===== src/rtl/Public_Info.sv =====
// Shared definitions for the decode-to-issue path: the PC_set packet carried
// through the issue buffer, instruction-class bit positions, the NOP packet
// and the consumed-entry encodings.
package Public_Info;

    // One-hot positions inside PC_set.inst_type
    localparam int INST_NOP = 0;
    localparam int INST_ALU = 1;
    localparam int INST_LD  = 2;
    localparam int INST_ST  = 3;
    localparam int INST_BR  = 4;
    localparam int INST_CSR = 5;
    localparam int INST_MUL = 6;
    localparam int INST_DIV = 7;

    // Entries consumed from the issue buffer in one cycle
    localparam logic [1:0] USING_0 = 2'b00;
    localparam logic [1:0] USING_1 = 2'b01;
    localparam logic [1:0] USING_2 = 2'b10;

    typedef struct packed {
        logic [31:0] pc;
        logic [9:0]  inst_type;
        logic        rf_we;
        logic [4:0]  rf_rd;
        logic [4:0]  rf_raddr1;
        logic [4:0]  rf_raddr2;
        logic [1:0]  type_predict;
        logic        o_inst_lawful;
        logic        ecode_we;
    } PC_set;

    localparam PC_set PC_SET_NOP = '{
        pc:            32'd0,
        inst_type:     10'd1,
        rf_we:         1'b0,
        rf_rd:         5'd0,
        rf_raddr1:     5'd0,
        rf_raddr2:     5'd0,
        type_predict:  2'd0,
        o_inst_lawful: 1'b0,
        ecode_we:      1'b0
    };

    // True when a valid load sitting in a lane register produces a register
    // that the candidate instruction reads; r0 never counts as a dependency.
    function automatic logic load_use(input PC_set lane, input logic lane_vld,
                                      input PC_set cand);
        return lane_vld && lane.inst_type[INST_LD] && lane.rf_we &&
               (lane.rf_rd != 5'd0) &&
               ((cand.rf_raddr1 == lane.rf_rd) || (cand.rf_raddr2 == lane.rf_rd));
    endfunction

endpackage


===== src/rtl/issue_dispatch_hazard_check.sv =====
// issue_hazard_check: combinational issue-count decision for the two buffer
// head entries. Dual-issue checks exist only when DUAL_ISSUE_EN is defined;
// otherwise at most one entry is ever granted.
module issue_hazard_check
    import Public_Info::*;
(
    input  PC_set       set1,
    input  PC_set       set2,
    input  PC_set       lane_a,
    input  PC_set       lane_b,
    input  logic [1:0]  lane_valid,
    input  logic [1:0]  is_valid,
    output logic [1:0]  using_num
);

    logic lu1;
    logic unused_ok;

    assign lu1 = load_use(lane_a, lane_valid[1], set1) |
                 load_use(lane_b, lane_valid[0], set1);

    // Fields such as pc only travel through; fold them so nothing dangles.
    assign unused_ok = ^{set1, set2, lane_a, lane_b, is_valid};

`ifdef DUAL_ISSUE_EN
    logic raw, mem_pair, br_pair, csr_any, div_any, br_pred, bad2, lu2, blk2;

    assign raw      = set1.rf_we && (set1.rf_rd != 5'd0) &&
                      ((set1.rf_rd == set2.rf_raddr1) || (set1.rf_rd == set2.rf_raddr2));
    assign mem_pair = (set1.inst_type[INST_LD] | set1.inst_type[INST_ST]) &
                      (set2.inst_type[INST_LD] | set2.inst_type[INST_ST]);
    assign br_pair  = set1.inst_type[INST_BR] & set2.inst_type[INST_BR];
    assign csr_any  = set1.inst_type[INST_CSR] | set2.inst_type[INST_CSR];
    assign div_any  = set1.inst_type[INST_DIV] | set2.inst_type[INST_DIV];
    assign br_pred  = set1.inst_type[INST_BR] & (set1.type_predict != 2'd0);
    assign bad2     = ~set2.o_inst_lawful | set2.ecode_we;
    assign lu2      = load_use(lane_a, lane_valid[1], set2) |
                      load_use(lane_b, lane_valid[0], set2);
    assign blk2     = raw | mem_pair | br_pair | csr_any | div_any |
                      br_pred | bad2 | lu2;
`endif

    // Grant 0/1/2 entries: set1 gates everything, set2 only joins if clean.
    always_comb begin
        using_num = USING_0;
        if (is_valid[1] && !lu1) begin
            using_num = USING_1;
`ifdef DUAL_ISSUE_EN
            if (is_valid[0] && !blk2)
                using_num = USING_2;
`endif
        end
    end

endmodule


===== src/rtl/issue_dispatch.sv =====
// issue_dispatch: consumer of the decode-to-issue FIFO. Reports how many head
// entries are taken this cycle and registers them into execute lanes a/b.
// Optional feature macro: DUAL_ISSUE_EN (undefined = single issue, lane b
// permanently NOP).
module issue_dispatch
    import Public_Info::*;
(
    input  logic        clk,
    input  logic        rstn,
    input  PC_set       i_PC_set1,
    input  PC_set       i_PC_set2,
    input  logic [1:0]  i_is_valid,
    input  logic        flush_BR,
    input  logic        stall_DCache,
    input  logic        stall_div,
    output logic [1:0]  o_usingNUM,
    output PC_set       o_PC_set_a,
    output PC_set       o_PC_set_b,
    output logic [1:0]  o_issue_valid
);

    logic       stall;
    logic [1:0] n;

    assign stall = stall_DCache | stall_div;

    issue_hazard_check u_hazard (
        .set1       (i_PC_set1),
        .set2       (i_PC_set2),
        .lane_a     (o_PC_set_a),
        .lane_b     (o_PC_set_b),
        .lane_valid (o_issue_valid),
        .is_valid   (i_is_valid),
        .using_num  (n)
    );

    // Nothing is consumed from the buffer in reset, flush or stall cycles.
    always_comb begin
        o_usingNUM = n;
        if (!rstn || flush_BR || stall)
            o_usingNUM = USING_0;
    end

    // Lane registers: reset/flush clear, stall holds, otherwise load grants.
    always_ff @(posedge clk) begin
        if (!rstn || flush_BR) begin
            o_PC_set_a    <= PC_SET_NOP;
            o_PC_set_b    <= PC_SET_NOP;
            o_issue_valid <= 2'b00;
        end else if (!stall) begin
            o_PC_set_a    <= (n != USING_0) ? i_PC_set1 : PC_SET_NOP;
            o_PC_set_b    <= (n == USING_2) ? i_PC_set2 : PC_SET_NOP;
            o_issue_valid <= {n != USING_0, n == USING_2};
        end
    end

endmodule


===== config.mk =====
export PLATFORM = sky130hd
export DESIGN_NAME = issue_dispatch
export DESIGN_NICKNAME = d
export VERILOG_FILES = /design/src/rtl/Public_Info.sv /design/src/rtl/issue_dispatch_hazard_check.sv /design/src/rtl/issue_dispatch.sv
export SDC_FILE = /design/constraint.sdc
export NUM_CORES = 1
export LEC_CHECK = 0
export CORE_MARGIN = 5
export CORE_UTILIZATION = 33
export CTS_CLUSTER_SIZE = 28
export DETAILED_ROUTE_END_ITERATION = 10
export PLACE_DENSITY = 0.92
export SLEW_MARGIN = 20
export SYNTH_ARGS = -nofsm -noshare
export SYNTH_HDL_FRONTEND = slang
export SYNTH_SLANG_ARGS = --single-unit
export TNS_END_PERCENT = 10

===== constraint.sdc =====
create_clock -name clk -period 2.3 [get_ports clk]
set_input_delay 0.345 -clock clk [delete_from_list [all_inputs] [get_ports clk]]
set_output_delay 0.345 -clock clk [all_outputs]
set_load 0.01 [all_outputs]

## Word-level counts from Yosys, hierarchy flattened

Cells that the tools add are included.

| word-level totals | value |
|---|---|
| register bits after elaboration | 126 |
| bits of input ports | 131 |
| logic and storage cells | 48 |

| operators by class | value |
|---|---|
| eq/ne operators | 5 |
| multiplexer cells | 4 |
| bitwise logic cells | 2 |
| reduce and logical (&&, ||, !) cells | 18 |

Operators by type and width:

| cell | count |
|---|---|
| 62-bit two-way mux | 2 |
| 5-bit equality test | 4 |
| 5-bit nonzero test | 2 |
| 1-bit logical AND | 9 |
| 1-bit logical OR | 4 |
| 2-bit equality test, second input constant | 1 |
| 1-bit zero test | 2 |
| 2-bit two-way mux | 1 |
| 1-bit bitwise OR | 2 |
| 2-bit nonzero test | 1 |
| 1-bit two-way mux | 1 |

## Logic depth before layout (Yosys ltp)

| depth | value |
|---|---|
| word-level depth | 10 |
| gate-level depth with buffers | 7 |

## By module

From an unflattened synthesis, not the netlist that was laid out.

| unflattened totals | value |
|---|---|
| cells, all modules | 333 |
| area, all modules | 4209.0 um^2 |

Modules (own cells, without submodules):

| module | times used | cells an instance | area each (um^2) | sequential area each (um^2) |
|---|---|---|---|---|
| issue_dispatch | 1 | 296 | 3927.5 | 2522.4 |
| issue_hazard_check | 1 | 37 | 281.5 | 0.0 |

## Worst setup path before layout

Ideal clock, no wire load.

| path | value |
|---|---|
| kind | reg-to-output |
| start point | register o_PC_set_a[18] (netlist name) |
| end point | output o_usingNUM[0] |
| data arrival time | 1.563 ns |
| data required time | 1.955 ns |
| setup slack | 0.392 ns |
| stages on the path, launching flop included | 7 |
| path buffers | 2 |
| path through | dfxtp_1 clkbuf_1 xnor2_1 nand3_1 o22ai_2 clkbuf_1 a21oi_1 |

| between the ends | value |
|---|---|
| word-level cells in the longest chain between the ends | 8 |
| elaborated cells on any way between the ends | 11 |

Ends and longest elaborated chain:

| item | RTL line | RTL |
|---|---|---|
| from (decl) | issue_dispatch.sv:17 | `output PC_set o_PC_set_a,` |
| from (signal assigned) | issue_dispatch.sv:51 | `o_PC_set_a <= (n != USING_0) ? i_PC_set1 : PC_SET_NOP;` |
| 5-bit equality test / 5-bit nonzero test (equally long branches) | Public_Info.sv:51, Public_Info.sv:50 |  |
| 1-bit logical OR / 1-bit logical AND (equally long branches) | Public_Info.sv:51, Public_Info.sv:49 |  |
| 1-bit logical AND (*) | Public_Info.sv:50 | `(lane.rf_rd != 5'd0) &&` |
| 1-bit bitwise OR (*) | issue_dispatch_hazard_check.sv:19 | `assign lu1 = load_use(lane_a, lane_valid[1], set1) \|` |
| 1-bit zero test (*) | issue_dispatch_hazard_check.sv:46 | `if (is_valid[1] && !lu1) begin` |
| 1-bit logical AND (*) | issue_dispatch_hazard_check.sv:46 |  |
| 1-bit two-way mux (*) | issue_dispatch_hazard_check.sv:46 |  |
| 2-bit two-way mux (*) | issue_dispatch.sv:40 | `if (!rstn \|\| flush_BR \|\| stall)` |
| to (decl) | issue_dispatch.sv:16 | `output logic [1:0] o_usingNUM,` |

Mark *: on every way between the ends. The rest lies on a longest branch, timed or not.

## Worst setup path in the final report

| path | value |
|---|---|
| start point | register o_PC_set_a[14] (netlist name) |
| end point | output o_usingNUM[0] |

Same word-level chain as after synthesis.

==> impl_metrics.py <==
metrics = {
    "sta": {
        "finalWorstPathRequiredPeriod_ns": 2.156,
        "grt_setup_unrepaired": "false",
        "layout_worst_path_cycle_share_pct": 93.76,
        "skew_ns": 0.01221,
        "tns_ns": 0,
        "fin_hold_ws_ns": 0.4684,
        "hold_viol": 0,
        "timing.slew.headroom_pct": 58.95,
        "fmax_ghz": 0.4637,
        "tightest_slew_ns": 0.6157,
        "finalMaxSlewViolations": 0,
        "setup_viol": 0,
    },
    "yosys": {
        "yosys.area.top_type": "dfxtp_1",
        "synth_top_area_share_pct": 38.84,
        "netlist_area_mm2": 0.003247,
        "synthTopCellsByArea": "dfxtp_1 (39%), a32oi_1 (16%), buf_4 (15%)",
        "synth_seq_cells": 63,
        "synth_warnings": 0,
        "yosysUniqueCellTypes": 26,
        "ys_seq_area_share_pct": 38.84,
        "synth_cells": 376,
        "synth.avg_cell_area_um2": 8.635,
    },
    "detailed_routing": {
        "drt-total-wl_um": 9473,
        "ant_nets": 0,
        "drc": 0,
        "drt_iter0_markers": 262,
        "firstDrtPassIters": 4,
        "via_per_inst": 4.877,
        "routedWlPerCell_um": 14.94,
        "vias": 3092,
    },
    "setup_path": {
        "slowest_stage": "or4_4",
        "cp.arrival_ns": 1.81,
        "required_ns": 1.96,
        "critical_path_cell_count": 4,
        "path_buf_inv": 1,
        "criticalPathCategory": "reg2out",
        "endpoint_kind": "primary output",
        "start_kind": "flop",
        "path_max_fanout": 2,
        "ff2ff_path_depth": 6,
        "cp_top_family": "simple AND/OR/NAND/NOR gates",
        "path_cells": "or4_4, o2111a_1, a21oi_1, buf_2",
        "max_stage_delay_ns": 0.56,
    },
    "clock_tree": {
        "cts_hold_buf": 0,
        "insertion_delay_ns": 0.33,
        "path_clk_slew_ns": 0.07,
        "cts_tree": "built",
        "numCtsBuffers": 9,
        "clock_sinks": 63,
        "root_buffer": "clkbuf_8",
        "cts_max_path_buffers": 2,
        "h-tree-depth": 3,
    },
    "finish": {
        "final_area_mm2": 0.004678,
        "seqCellArea_mm2": 0.001261,
        "antenna_cells": 0,
        "post_route_cells_drive_above_1_share_pct": 6.786,
        "nFillCells": 888,
        "utilization_pct": 48.31,
        "area_growth_pct": 44.08,
        "fin_nets": 627,
        "multi_input_comb_area_mm2": 0.001562,
    },
    "placement": {
        "portBuffers": 131,
        "placed_area_mm2": 0.004459,
        "detailed_place_hpwl_um": 6769,
        "gp_congestion": 0.7538,
    },
    "power": {
        "power_density_mw_per_mm2": 559.0,
        "finalPower_w": 0.002615,
        "ir_worst_vdd_mv": 0.2671,
        "p_leak_nw": 1.660,
    },
    "floorplanning": {
        "pin_count": 259,
        "dieArea_mm2": 0.01192,
        "die_w_um": 109.2,
        "die_h_um": 109.2,
        "core-area_mm2": 0.009684,
        "rows": 36,
        "start_util_pct": 33.53,
    },
    "grt": {
        "grt_max_degree": 64,
        "grt_overflow": 0,
        "grt_pass1_vias": 2958,
        "grt_pass1_wl_um": 14300,
        "grt.total_usage_pct": 15.23,
        "antenna_found_initial": 0,
    },
    "hold_path": {
        "hold-path-cell-count": 2,
        "hp-class": "reg2reg",
    },
    "run": {
        "drv_cap": 0,
    },
    "status": {
        "status": "complete, no violations",
    },
}
## worst paths after layout
check | endpoint | from | slack (ns)
max | o_usingNUM[0] | o_PC_set_a[14] | 0.14
min | o_PC_set_a[31] | o_PC_set_a[31] | 0.47
max reg2reg | o_PC_set_a[28] | o_PC_set_a[14] | 0.42
min reg2reg | o_PC_set_a[31] | o_PC_set_a[31] | 0.47
## cell usage after synthesis
library cell	number
o21ai_1	34
o22ai_2	1
or4_4	1
inv_1	1
and2_1	1
a2bb2oi_1	1
buf_2	9
dfxtp_1	63
o21ai_0	28
nand3b_1	1
a32oi_1	61
nand3_1	2
o2111ai_4	1
buf_4	65
buf_6	6
nor4b_1	1
o21a_1	1
nor3b_1	1
clkbuf_1	18
xnor2_1	10
a22oi_1	1
nor2_1	1
a21oi_1	1
nand2_1	64
conb_1	2
o2111a_1	1
## tightest hold or removal path, stage by stage (launching register included)
cell and delay [ns]:
dfxtp_1 0.33, a32oi_1 0.05, o21ai_0 0.06
## kinds of logic after synthesis
logic type	synth area share [%]
AOI/OAI and AO/OA	28.44
xor gates and xnor gates	2.697
buffers and inverters	20.69
DFF	38.84
other	0.2313
and+or+nand+nor	9.095
## registers in the layout, summed over array words and instances (netlist names)
signal         cells
o_PC_set_a        62
o_issue_valid      1
## metal layers
| metal | wire, µm | track usage, % | up-vias |
|---|---|---|---|
| met5 | 0 | 0 | - |
| met1 | 3623 | 16.60 | 1434 |
| li1 | - | - | 1480 |
| met2 | 4675 | 27.24 | 165 |
| met3 | 1024 | 5.447 | 13 |
| met4 | 149 | 5.254 | 0 |
## metrics by stage
stage | instances | setup WS, ns
2_1_floorplan | 438 | 0.3919
3_3_place_gp | 618 | -0.1544
4_1_cts | 634 | 0.09777
6_report | 634 | 0.1436
3_5_place_dp | 618 | -0.1242
5_1_grt | 634 | 0.06988
## layout by cell type (no fill, tap or decap)
cell / instances
clkdlybuf4s50_1: 130
nand2_1: 64
conb_1: 64
dfxtp_1: 63
a32oi_1: 61
o21ai_1: 34
o21ai_0: 28
clkbuf_8: 11
xnor2_1: 10
buf_4: 10
buf_12: 4
nand3_1: 2
bufinv_16: 2
clkbuf_1: 2
o22ai_4: 1
or4_4: 1
o2111a_1: 1
nor4b_1: 1
a21oi_1: 1
and2_4: 1
o2111ai_4: 1
nor2_1: 1
nor3b_2: 1
nand3b_1: 1
inv_1: 1
a2bb2oi_1: 1
o21a_1: 1
a22oi_1: 1
clkinv_2: 1
buf_2: 1
## area by class of cell
class,instances,area share (%)
timing repair buffer,145,31.24
clock inverter,3,1.391
inverter,1,0.08024
tap,133,3.557
sequential,63,26.96
multi-input combinational,276,33.38
clock buffer,13,3.397
## power by group
part | total (W) | internal (W) | leakage (nW) | switching [W]
combinational | 0.000380 | 0.000195 | 1.04 | 0.000185
clock | 0.00110 | 0.000670 | 0.114 | 0.000428
sequential | 0.00114 | 0.00112 | 0.511 | 0.0000175
## what timing repair did
action,CTS,global route
setup buffers,0,0
setup endpoints to repair,1,0
gates resized for setup,4,0
No activity file was read; power rests on OpenSTA's default activity.
